## src/rtl/gpio_mmio_pkg.sv

```systemverilog
// Shared GPIO register map and default window base, also used by the core's
// address decoder.
package gpio_mmio_pkg;

    localparam logic [31:0] GPIO_BASE_ADDR = 32'hFFFF_FF00;

    localparam logic [3:0] GPIO_LED = 4'h0;
    localparam logic [3:0] GPIO_SW  = 4'h4;
    localparam logic [3:0] GPIO_CHG = 4'h8;
    localparam logic [3:0] GPIO_IE  = 4'hC;

    // Word index inside the 16-byte window (Addr[3:2]).
    typedef enum logic [1:0] {
        REG_LED = GPIO_LED[3:2],
        REG_SW  = GPIO_SW[3:2],
        REG_CHG = GPIO_CHG[3:2],
        REG_IE  = GPIO_IE[3:2]
    } gpio_reg_e;

    function automatic gpio_reg_e gpio_reg_index(input logic [1:0] word_addr);
        return gpio_reg_e'(word_addr);
    endfunction

endpackage

```

## src/rtl/gpio_debounce.sv

```systemverilog
// Two-flop synchronizer plus per-bit counter debouncer; a new level is accepted
// only after it has been seen for DEBOUNCE_CYCLES consecutive cycles.
module gpio_debounce #(
    parameter int WIDTH           = 8,
    parameter int DEBOUNCE_CYCLES = 4,
    parameter int CNT_W           = 16
) (
    input  logic             clk,
    input  logic             rst_n,
    input  logic [WIDTH-1:0] din,
    output logic [WIDTH-1:0] stable,
    output logic [WIDTH-1:0] change_pulse
);

    logic [WIDTH-1:0] sync1_reg;
    logic [WIDTH-1:0] sync2_reg;

    always_ff @(posedge clk or negedge rst_n) begin
        if (!rst_n) begin
            sync1_reg <= '0;
            sync2_reg <= '0;
        end else begin
            sync1_reg <= din;
            sync2_reg <= sync1_reg;
        end
    end

    genvar gi;
    generate
        for (gi = 0; gi < WIDTH; gi++) begin : g_bit
            logic [CNT_W-1:0] cnt_reg;
            logic             stable_reg;
            logic             differ;
            logic             expired;

            assign differ  = (sync2_reg[gi] != stable_reg);
            assign expired = (cnt_reg == CNT_W'(DEBOUNCE_CYCLES - 1));

            // Any cycle that agrees with the stable value restarts the count,
            // which is what rejects short glitches.
            always_ff @(posedge clk or negedge rst_n) begin
                if (!rst_n) begin
                    cnt_reg    <= '0;
                    stable_reg <= 1'b0;
                end else if (!differ) begin
                    cnt_reg <= '0;
                end else if (expired) begin
                    stable_reg <= sync2_reg[gi];
                    cnt_reg    <= '0;
                end else begin
                    cnt_reg <= cnt_reg + CNT_W'(1);
                end
            end

            assign stable[gi]       = stable_reg;
            assign change_pulse[gi] = differ && expired;
        end
    endgenerate

endmodule

```

## src/rtl/gpio_mmio.sv

```systemverilog
// Memory-mapped GPIO on the MEM-stage bus: LED outputs, debounced switch
// inputs, sticky per-bit change flags and a level interrupt.
module gpio_mmio
    import gpio_mmio_pkg::*;
#(
    parameter logic [31:0] BASE_ADDR       = GPIO_BASE_ADDR,
    parameter int          DEBOUNCE_CYCLES = 4,
    parameter int          CNT_W           = 16
) (
    input  logic        Clk,
    input  logic        Rst,
    input  logic [31:0] Addr,
    input  logic [31:0] WriteData,
    input  logic        MemWrite,
    input  logic        MemRead,
    output logic [31:0] ReadData,
    input  logic [7:0]  Switch,
    output logic [7:0]  Led,
    output logic        Irq
);

    logic       sel;
    gpio_reg_e  reg_sel;
    logic       wr_en;

    logic [7:0] led_reg;
    logic [7:0] led_next;
    logic [7:0] ie_reg;
    logic [7:0] ie_next;
    logic [7:0] chg_reg;
    logic [7:0] chg_next;
    logic [7:0] w1c_mask;
    logic       irq_reg;

    logic [7:0] sw_state;
    logic [7:0] change_pulse;

    logic       unused_bits;

    assign sel     = (Addr[31:4] == BASE_ADDR[31:4]);
    assign reg_sel = gpio_reg_index(Addr[3:2]);
    assign wr_en   = MemWrite && sel;

    assign unused_bits = ^{Addr[1:0], WriteData[31:8]};

    gpio_debounce #(
        .WIDTH           (8),
        .DEBOUNCE_CYCLES (DEBOUNCE_CYCLES),
        .CNT_W           (CNT_W)
    ) u_debounce (
        .clk          (Clk),
        .rst_n        (Rst),
        .din          (Switch),
        .stable       (sw_state),
        .change_pulse (change_pulse)
    );

    always_comb begin
        led_next = led_reg;
        ie_next  = ie_reg;
        w1c_mask = '0;
        if (wr_en) begin
            case (reg_sel)
                REG_LED: led_next = WriteData[7:0];
                REG_CHG: w1c_mask = WriteData[7:0];
                REG_IE:  ie_next  = WriteData[7:0];
                default: ;
            endcase
        end
        // OR-ing the pulse in last makes a same-cycle set beat the clear.
        chg_next = (chg_reg & ~w1c_mask) | change_pulse;
    end

    always_ff @(posedge Clk or negedge Rst) begin
        if (!Rst) begin
            led_reg <= '0;
            ie_reg  <= '0;
            chg_reg <= '0;
            irq_reg <= 1'b0;
        end else begin
            led_reg <= led_next;
            ie_reg  <= ie_next;
            chg_reg <= chg_next;
            irq_reg <= |(chg_next & ie_next);
        end
    end

    // Reads see the registers before any same-cycle write lands.
    always_comb begin
        ReadData = '0;
        if (MemRead && sel) begin
            case (reg_sel)
                REG_LED: ReadData = {24'h0, led_reg};
                REG_SW:  ReadData = {24'h0, sw_state};
                REG_CHG: ReadData = {24'h0, chg_reg};
                REG_IE:  ReadData = {24'h0, ie_reg};
                default: ReadData = '0;
            endcase
        end
    end

    assign Led = led_reg;
    assign Irq = irq_reg;

endmodule
```

## config.mk

```make
export PLATFORM = sky130hd
export DESIGN_NAME = gpio_mmio
export DESIGN_NICKNAME = d
export VERILOG_FILES = /design/src/rtl/gpio_mmio_pkg.sv /design/src/rtl/gpio_debounce.sv /design/src/rtl/gpio_mmio.sv
export SDC_FILE = /design/constraint.sdc
export NUM_CORES = 1
export LEC_CHECK = 0
export BUFFER_PORTS_ARGS = -buffer_cell sky130_fd_sc_hd__buf_4
export CORE_MARGIN = 2
export CORE_UTILIZATION = 30
export CTS_CLUSTER_SIZE = 16
export DETAILED_ROUTE_END_ITERATION = 10
export HOLD_SLACK_MARGIN = 0.1
export PLACE_DENSITY = 0.48
export SLEW_MARGIN = 20
export SYNTH_ARGS = -nofsm -noshare
export SYNTH_HDL_FRONTEND = slang
export SYNTH_SLANG_ARGS = --single-unit
```

## constraint.sdc

```tcl
create_clock -name Clk -period 2 [get_ports Clk]
set_input_delay 0.4 -clock Clk [delete_from_list [all_inputs] [get_ports Clk]]
set_output_delay 0.4 -clock Clk [all_outputs]
set_load 0.01 [all_outputs]
```

==> flow_metrics.py, run 1 <==
metrics = {
    "job": {
        "max_cap_viol_count": 0,
    },
    "final_layout": {
        "area_growth_pct": 26.9,
        "nNetsFinal": 1012,
        "largest_register_ff_count": 128,
        "num-fill-cells": 2669,
        "diodes": 0,
        "final_cells": 1313,
        "drive_gt1_share_pct": 22.4,
    },
    "timing": {
        "period_share_pct": 119,
        "min_period_ps": 2380,
        "rsz0062_at_grt": "true",
        "fin_worst_skew_ps": 9.32,
        "finalHoldViolations": 0,
        "setup_ws_ps": -380,
        "drv_slew": 0,
        "fmax_mhz": 420,
        "setup_viol": 9,
    },
    "floorplan": {
        "io_pins": 117,
        "fp.dieH_um": 171,
        "start_util_pct": 30.7,
        "placementRows": 60,
        "core_um2": 27100,
        "die_area_um2": 29100,
        "fp.dieW_um": 171,
    },
    "grt": {
        "track_usage_pct": 12.9,
        "overflow": 0,
        "grt_start_max_net_pins": 75,
        "grt_pass1_wl_um": 29600,
        "grt_pass1_vias": 5758,
        "antenna_found_initial": 0,
    },
    "clock_tree": {
        "clk_latency_ps": 420,
        "cts.clk_slew.worst_paths_ps": 60,
        "cts_buffer_depth": 2,
        "cts-root-buf": "clkbuf_16",
        "cts_sinks": 177,
        "cts_max_level": 4,
        "cts_tree": "built",
        "cts_inserted_buffers": 17,
    },
    "synthesis": {
        "ys_async_sr_fraction_pct": 100,
        "synth_top_flop_cell": "dfrtp_1",
        "synthesis.instances": 775,
        "ys.warnings.count": 0,
        "yosysSeqAreaShare_pct": 53.2,
        "ys_ff_latch": 177,
        "syn-mean-instance-area_um2": 10.7,
        "synth_edf_count": 0,
        "synth.distinct_cells": 34,
        "syn_area_um2": 8320,
    },
    "status": {
        "status": "finished with violations",
        "violations": "setup timing",
    },
    "setup_path": {
        "cp.arrival_ps": 2670,
        "startpoint_type": "input port",
        "cp-end-kind": "register",
        "crit_fanout": 8,
        "required_ps": 2290,
        "r2r_slack_ps": -110,
        "crit_start": "Addr[5]",
        "critical_path_class": "in -> reg",
        "r2r_start": "u_debounce.g_bit[0].cnt_reg[1]",
    },
    "power_and_ir_drop": {
        "powerDensity_nw_per_um2": 881,
        "power.switching_mw": 2.52,
        "p_seq_share_pct": 43.8,
        "intPower_mw": 6.78,
        "p_leak_nw": 4.72,
        "swShare_pct": 27.1,
        "peakVddDrop_uv": 511,
        "power.share.clock_pct": 37.0,
        "comb_power_share_pct": 19.2,
    },
    "placed_design": {
        "dp_cells": 1269,
        "dp_slack_ps": -798,
        "dp_hpwl_um": 12700,
        "numPortBuffers": 66,
        "place_congestion": 0.747,
    },
    "route": {
        "drtIter0Drc": 256,
        "vias_per_cell": 4.43,
        "drt_wl_total_um": 17800,
        "wire_per_inst_um": 13.5,
        "vias": 5822,
        "drt-pass1-iter-count": 4,
        "drtAntennaViolNets": 0,
        "drc": 0,
    },
    "hold_path": {
        "min_from": "WriteData[2]",
        "hp-class": "in -> reg",
    },
}
[repair_timing]
action / CTS / global route
buffers inserted: 3 / 0
hold endpoints to repair: 139 / 0
hold buffers: 9 / 0
setup endpoints to repair: 9 / 9
gates resized for setup: 30 / 2
pin swaps: 1 / 0
[layout make-up]
type	instances	area, um^2	area share (%)
Sequential cell	177	4430	42.0
Multi-Input combinational cell	570	3770	35.7
Timing Repair Buffer	147	1220	11.6
Clock buffer	24	482	4.56
Tap cell	372	465	4.41
Clock inverter	8	128	1.21
Inverter	15	56.3	0.533
[synth_stat cells (9+ instances only)]
master	instances	area share [%]
inv_1	15	0.68
nor2_1	124	5.6
o21ai_0	11	0.66
or3_1	11	0.83
and3_1	28	2.1
a21oi_1	11	0.66
xnor2_1	39	4.1
mux2_2	24	3.2
buf_4	24	2.2
nor3_1	9	0.54
dfrtp_1	177	53
nor2b_1	28	2.1
nor3b_1	9	0.81
nand4_1	37	2.8
clkbuf_1	12	0.54
nand3_1	38	2.3
xor2_1	70	7.4
nand2_1	38	1.7
nor4_1	23	1.7
[cells in the final DEF, fill, tap and decap left out, types with 6 or more instances in the layout]
cell and n:
a211o_1 8, a21oi_1 11, and3_1 28, and4_1 6, buf_4 122, buf_6 11
clkbuf_16 17, conb_1 24, dfrtp_1 177, dlygate4sd3_1 9, ha_1 8, inv_1 15
mux2_2 23, mux4_2 8, nand2_1 38, nand3_1 37, nand4_1 37, nor2_1 124
nor2b_1 20, nor2b_4 8, nor3_1 9, nor3b_1 9, nor4_1 23, o21ai_0 11
or3_1 11, xnor2_1 39, xor2_1 70
[kinds of logic (layout without fill, tap and decap cells)]
group | Yosys count | after routing | share of synthesized area [%]
flip-flops | 177 | 177 | 53.2
buffers and inverters | 51 | 194 | 3.38
multiplexers | 32 | 32 | 5.41
AO/OA/AOI/OAI | 34 | 34 | 2.59
AND/OR/NAND/NOR | 363 | 363 | 22.7
other | 1 | 24 | 0.0451
adder cells (fa/ha/maj) | 8 | 8 | 1.20
XOR/XNOR | 109 | 109 | 11.5
[per-layer routing]
metal,share of wire [%],GRT usage [%]
met5,0,0
met1,51,18.1
met4,1.2,3.72
met3,4.0,3.31
met2,44,19.7
[critical path: stages]
cell	delay, ps
buf_6	90
or4b_4	540
nor4_4	140
buf_4	170
buf_6	100
nand4_4	160
mux2_4	360
a22o_1	200
or4_1	500
[worst paths after layout]
kind	endpoint	depth (start not counted)
max	Irq	9
min	Led[2]	2
max reg2reg	Irq	7
min reg2reg	u_debounce.sync2_reg[5]	0
max in group asynchronous	u_debounce.g_bit[5].cnt_reg[5]	3
min in group asynchronous	u_debounce.g_bit[7].cnt_reg[10]	2
[power groups by stage]
| stage | logic, mW | registers, mW | clock network [mW] |
|---|---|---|---|
| 6_report | 1.78 | 4.07 | 3.44 |
| 2_1_floorplan | 0.994 | 4.12 | 0 |
| 5_1_grt | 2.02 | 4.11 | 3.69 |
| 3_3_place_gp | 1.80 | 4.14 | 0 |
| 4_1_cts | 1.83 | 4.08 | 3.55 |
| 3_5_place_dp | 1.80 | 4.14 | 0 |
[metrics by stage]
step           util (%)  power (mW)  TNS [ps]  area [um^2]  hold WS (ps)
2_1_floorplan         -        5.12     -1730         8410           104
3_3_place_gp       35.8        5.94     -6510         9710           234
3_5_place_dp       35.8        5.94     -7210         9710           236
4_1_cts            38.9        9.46     -3110        10500           219
5_1_grt            39.0        9.82     -3470        10600           217
6_report           39.0        9.30     -2880        10600           237
No activity file was read; power rests on OpenSTA's default activity.
==> run 2, diff against run 1 <==
--- a/config.mk
+++ b/config.mk
@@ -6,12 +6,14 @@
 export NUM_CORES = 1
 export LEC_CHECK = 0
 export BUFFER_PORTS_ARGS = -buffer_cell sky130_fd_sc_hd__buf_4
+export CORE_ASPECT_RATIO = 1.1
 export CORE_MARGIN = 2
 export CORE_UTILIZATION = 30
 export CTS_CLUSTER_SIZE = 16
 export DETAILED_ROUTE_END_ITERATION = 10
 export HOLD_SLACK_MARGIN = 0.1
 export PLACE_DENSITY = 0.48
+export SKIP_LAST_GASP = 1
 export SLEW_MARGIN = 20
 export SYNTH_ARGS = -nofsm -noshare
 export SYNTH_HDL_FRONTEND = slang
==> flow_metrics.py, run 2 (same netlist as run 1, synthesis figures left out) <==
metrics = {
    "clock_tree": {
        "cts_sinks": 177,
        "cts_inserted_buffers": 17,
        "cts_buffer_depth": 2,
        "cts_max_level": 4,
        "cts-root-buf": "clkbuf_16",
        "cts.clk_slew.worst_paths_ps": 70,
        "clk_latency_ps": 430,
        "cts_tree": "built",
    },
    "timing": {
        "setup_viol": 9,
        "setup_ws_ps": -411,
        "min_period_ps": 2410,
        "fin_worst_skew_ps": 9.81,
        "period_share_pct": 121,
        "rsz0062_at_grt": "true",
        "drv_slew": 0,
        "finalHoldViolations": 0,
        "fmax_mhz": 415,
    },
    "floorplan": {
        "die_area_um2": 29100,
        "io_pins": 117,
        "start_util_pct": 30.7,
        "placementRows": 63,
        "core_um2": 27100,
        "fp.dieW_um": 163,
        "fp.dieH_um": 179,
    },
    "final_layout": {
        "multi_input_area_um2": 3770,
        "mostFrequentLayoutCells": "177 x dfrtp_1, 128 x buf_4, 124 x nor2_1",
        "final_cells": 1303,
        "diodes": 0,
        "nNetsFinal": 1017,
        "drive_gt1_share_pct": 23.3,
        "largest_register_ff_count": 128,
        "regArea_um2": 4430,
        "area_growth_pct": 27.0,
        "num-fill-cells": 2686,
        "mostFrequentLayoutCell": "dfrtp_1",
    },
    "route": {
        "vias": 6002,
        "drtIter0Drc": 245,
        "wire_per_inst_um": 14.0,
        "drc": 0,
        "vias_per_cell": 4.61,
        "drt_wl_total_um": 18200,
        "drt-pass1-iter-count": 4,
        "drtAntennaViolNets": 0,
    },
    "placed_design": {
        "dp_cells": 1261,
        "numPortBuffers": 66,
        "dp_slack_ps": -854,
        "dp_hpwl_um": 13200,
        "place_congestion": 0.746,
    },
    "hold_path": {
        "hp-class": "in -> reg",
        "min_path_cells": 2,
        "hold_end": "Led[4]",
        "min_from": "WriteData[4]",
    },
    "grt": {
        "track_usage_pct": 13.2,
        "grt_pass1_wl_um": 30400,
        "overflow": 0,
        "antenna_found_initial": 0,
        "grt_start_max_net_pins": 53,
        "grt_pass1_vias": 6121,
    },
    "setup_path": {
        "path_cells": "buf_6 -> or4b_4 -> nor4_4 -> buf_4 -> buf_4 -> nand4_4 -> mux2_4 -> a22o_1 -> or4_1",
        "worstRegToRegCells": 7,
        "crit_top_cell": "buf_4",
        "required_ps": 2300,
        "worstReg2RegEnd": "Irq",
        "startpoint_type": "input port",
        "cp-end-kind": "register",
        "r2r_start": "u_debounce.g_bit[1].cnt_reg[0]",
        "crit_path_max_incr_delay_ps": 540,
        "r2r_slack_ps": -130,
        "cp.arrival_ps": 2710,
        "crit_slowest_cell": "or4b_4",
        "crit_fanout": 7,
        "critical_path_class": "in -> reg",
    },
    "power_and_ir_drop": {
        "powerDensity_nw_per_um2": 895,
        "comb_power_share_pct": 19.5,
        "p_leak_nw": 4.76,
        "swShare_pct": 28.6,
        "p_seq_share_pct": 43.0,
        "power.total_mw": 9.46,
        "intPower_mw": 6.75,
        "power.share.clock_pct": 37.4,
        "peakVddDrop_uv": 453,
        "power.switching_mw": 2.71,
    },
    "job": {
        "max_cap_viol_count": 0,
    },
    "status": {
        "violations": "setup timing",
        "status": "finished with violations",
    },
}
-- run 2: power groups by stage --
stage	logic, mW	clock network [mW]	registers (mW)
2_1_floorplan	0.994	0	4.12
5_1_grt	2.10	3.81	4.12
4_1_cts	1.88	3.65	4.07
6_report	1.85	3.54	4.07
3_3_place_gp	1.85	0	4.13
3_5_place_dp	1.86	0	4.14
-- run 2: worst max-delay path by stage --
| stage | start | to | slack, ps | cells past startpoint |
|---|---|---|---|---|
| 3_3_place_gp | Addr[5] | Irq | -820 | 8 |
| 4_1_cts | Addr[5] | ReadData[5] | -420 | 8 |
| 2_1_floorplan | Addr[5] | Irq | -540 | 6 |
| 3_5_place_dp | Addr[5] | Irq | -850 | 8 |
| 6_report | Addr[5] | Irq | -410 | 9 |
| 5_1_grt | Addr[5] | Irq | -510 | 10 |
-- run 2: worst max-delay path, delay by kind of cell --
kind | cells | cell delay, ps
buffers and inverters | 3 | 380
and+or+nand+nor | 4 | 1370
AOI/OAI and AO/OA | 1 | 210
muxes | 1 | 350
-- run 2: per-layer routing --
metal	wire length, um	vias to the layer above	share of wire [%]	track usage (%)
met5	0	-	0	0
li1	-	2960	-	-
met3	663	18	3.6	2.61
met1	8540	2940	47	17.1
met4	264	0	1.5	4.20
met2	8740	84	48	22.2
-- run 2: layout make-up --
class                      instances  area share [%]
clock buffer                      17            4.02
clock inverter                    15            1.87
inverter                          15           0.533
multi-input combinational        570            35.6
sequential                       177            41.9
tap                              357            4.23
timing repair buffer             152            11.8
-- run 2: timing repair --
action                                  in CTS  in global routing
endpoints found under the setup margin       9                  9
resized for setup                           12                 20
hold endpoints to repair                    54                  0
hold buffers                                 9                  0
setup buffers                                2                  0
-- run 2: through the flow --
stage,util [%],instance area (um^2),setup TNS [ps],hold slack (ps)
detailed placement,35.9,9730,-6420,338
global route,39.0,10600,-3450,226
global placement,35.9,9730,-6540,334
finish,39.0,10600,-2800,231
floorplan,-,8410,-1730,104
CTS,38.7,10500,-3370,210
==> run 3, diff against run 2 <==
--- a/config.mk
+++ b/config.mk
@@ -7,7 +7,7 @@
 export LEC_CHECK = 0
 export BUFFER_PORTS_ARGS = -buffer_cell sky130_fd_sc_hd__buf_4
 export CORE_ASPECT_RATIO = 1.1
-export CORE_MARGIN = 2
+export CORE_MARGIN = 4
 export CORE_UTILIZATION = 30
 export CTS_CLUSTER_SIZE = 16
 export DETAILED_ROUTE_END_ITERATION = 10
==> flow_metrics.py, run 3 (same netlist as run 1, synthesis figures left out) <==
metrics = {
    "final_layout": {
        "mostFrequentLayoutCells": "177 x dfrtp_1, 128 x buf_4, 124 x nor2_1",
        "drive_gt1_share_pct": 22.9,
        "mostFrequentLayoutCell": "dfrtp_1",
        "nNetsFinal": 1018,
        "largest_register_ff_count": 128,
        "diodes": 0,
        "final_cells": 1302,
        "final_area_um2": 10600,
        "area_growth_pct": 27.3,
    },
    "placed_design": {
        "dp_cells": 1260,
        "dp_hpwl_um": 13300,
        "place_congestion": 0.777,
        "dp_slack_ps": -869,
        "numPortBuffers": 66,
        "post_dp_cell_area_um2": 9720,
    },
    "floorplan": {
        "io_pins": 117,
        "core_um2": 27100,
        "placementRows": 63,
        "start_util_pct": 30.7,
        "die_area_um2": 30500,
        "fp.dieW_um": 167,
        "fp.dieH_um": 183,
    },
    "status": {
        "status": "finished with violations",
        "violations": "setup timing",
    },
    "grt": {
        "antenna_found_initial": 0,
        "grt_start_max_net_pins": 59,
        "grt_pass1_wl_um": 31600,
        "grt_pass1_vias": 6293,
        "track_usage_pct": 12.7,
        "overflow": 0,
    },
    "power_and_ir_drop": {
        "powerDensity_nw_per_um2": 903,
        "power.total_mw": 9.56,
        "peakVddDrop_uv": 562,
        "p_leak_nw": 4.76,
    },
    "timing": {
        "period_share_pct": 118,
        "rsz0062_at_grt": "true",
        "fmax_mhz": 422,
        "finalHoldViolations": 0,
        "min_period_ps": 2370,
        "setup_viol": 9,
        "drv_slew": 0,
        "setup_ws_ps": -368,
        "fin_worst_skew_ps": 11.3,
    },
    "route": {
        "vias_per_cell": 4.58,
        "drtAntennaViolNets": 0,
        "vias": 5969,
        "drc": 0,
        "drtIter0Drc": 309,
        "drt_wl_total_um": 18600,
        "drt-pass1-iter-count": 5,
        "wire_per_inst_um": 14.3,
    },
    "setup_path": {
        "worstReg2RegEnd": "Irq",
        "r2r_start": "u_debounce.g_bit[1].cnt_reg[0]",
        "critical_path_class": "in -> out",
        "required_ps": 1600,
        "startpoint_type": "input port",
        "worstRegToRegCells": 7,
        "crit_start": "Addr[7]",
        "cp-end-kind": "primary output",
        "crit_fanout": 4,
        "r2r_slack_ps": -80,
        "cp.arrival_ps": 1970,
        "crit_end": "ReadData[1]",
    },
    "job": {
        "max_cap_viol_count": 0,
    },
    "clock_tree": {
        "cts.clk_slew.worst_paths_ps": 60,
        "cts_max_level": 4,
        "cts_buffer_depth": 2,
        "clk_latency_ps": 420,
        "cts_inserted_buffers": 17,
        "cts_sinks": 177,
        "cts_tree": "built",
        "cts-root-buf": "clkbuf_16",
    },
    "hold_path": {
        "hp-class": "in -> reg",
        "min_path_cells": 2,
    },
}
## run 3: cell type report
| type | count | area, um^2 |
|---|---|---|
| clock buffer | 21 | 460 |
| clock inverter | 9 | 181 |
| fill | 2713 | 16500 |
| inverter | 15 | 56.3 |
| multi-input combinational | 570 | 3750 |
| sequential | 177 | 4430 |
| tap | 357 | 447 |
| timing repair buffer | 153 | 1270 |
## run 3: how the worst min path moves through the flow
stage	startpoint	endpoint	slack [ps]
2_1_floorplan	Rst	Irq	100
3_3_place_gp	u_debounce.sync1_reg[2]	u_debounce.sync2_reg[2]	330
3_5_place_dp	u_debounce.sync1_reg[2]	u_debounce.sync2_reg[2]	340
4_1_cts	WriteData[6]	Led[6]	220
5_1_grt	WriteData[6]	Led[6]	230
6_report	WriteData[6]	Led[6]	240
## run 3: what timing repair did
item	CTS	global route
endpoints found under the hold margin	53	0
endpoints found under the setup margin	9	9
buffers inserted	3	0
resized for setup	12	13
hold buffers	9	0
pin swaps	3	1
## run 3: metal layers
layer	vias to the layer above	global-route usage [%]	part of all wire (%)
li1	2953	-	-
met1	2912	17.0	47
met2	93	20.7	48
met3	11	2.62	3.2
met4	0	3.83	1.2
met5	-	0	0
## run 3: metrics by stage
stage               TNS [ps]  hold slack, ps  util (%)
CTS                    -3790             221      38.9
global route           -3360             225      39.1
finish                 -2980             244      39.1
global placement       -7740             333      35.8
floorplan              -1730             104         -
detailed placement     -9110             337      35.8
## run 3: critical path, stage by stage
cell and delay [ps]:
buf_6 90, or4b_4 540, nor4_4 200, buf_4 170, nand3_2 60, buf_6 140
buf_12 130, nor2b_1 110, buf_4 130
## run 3: report_power, final
part	leakage (nW)	switching [mW]	total [mW]	internal, mW
clock network	0.313	1.38	3.65	2.28
registers	2.36	0.216	4.07	3.86
logic	2.09	0.974	1.83	0.861
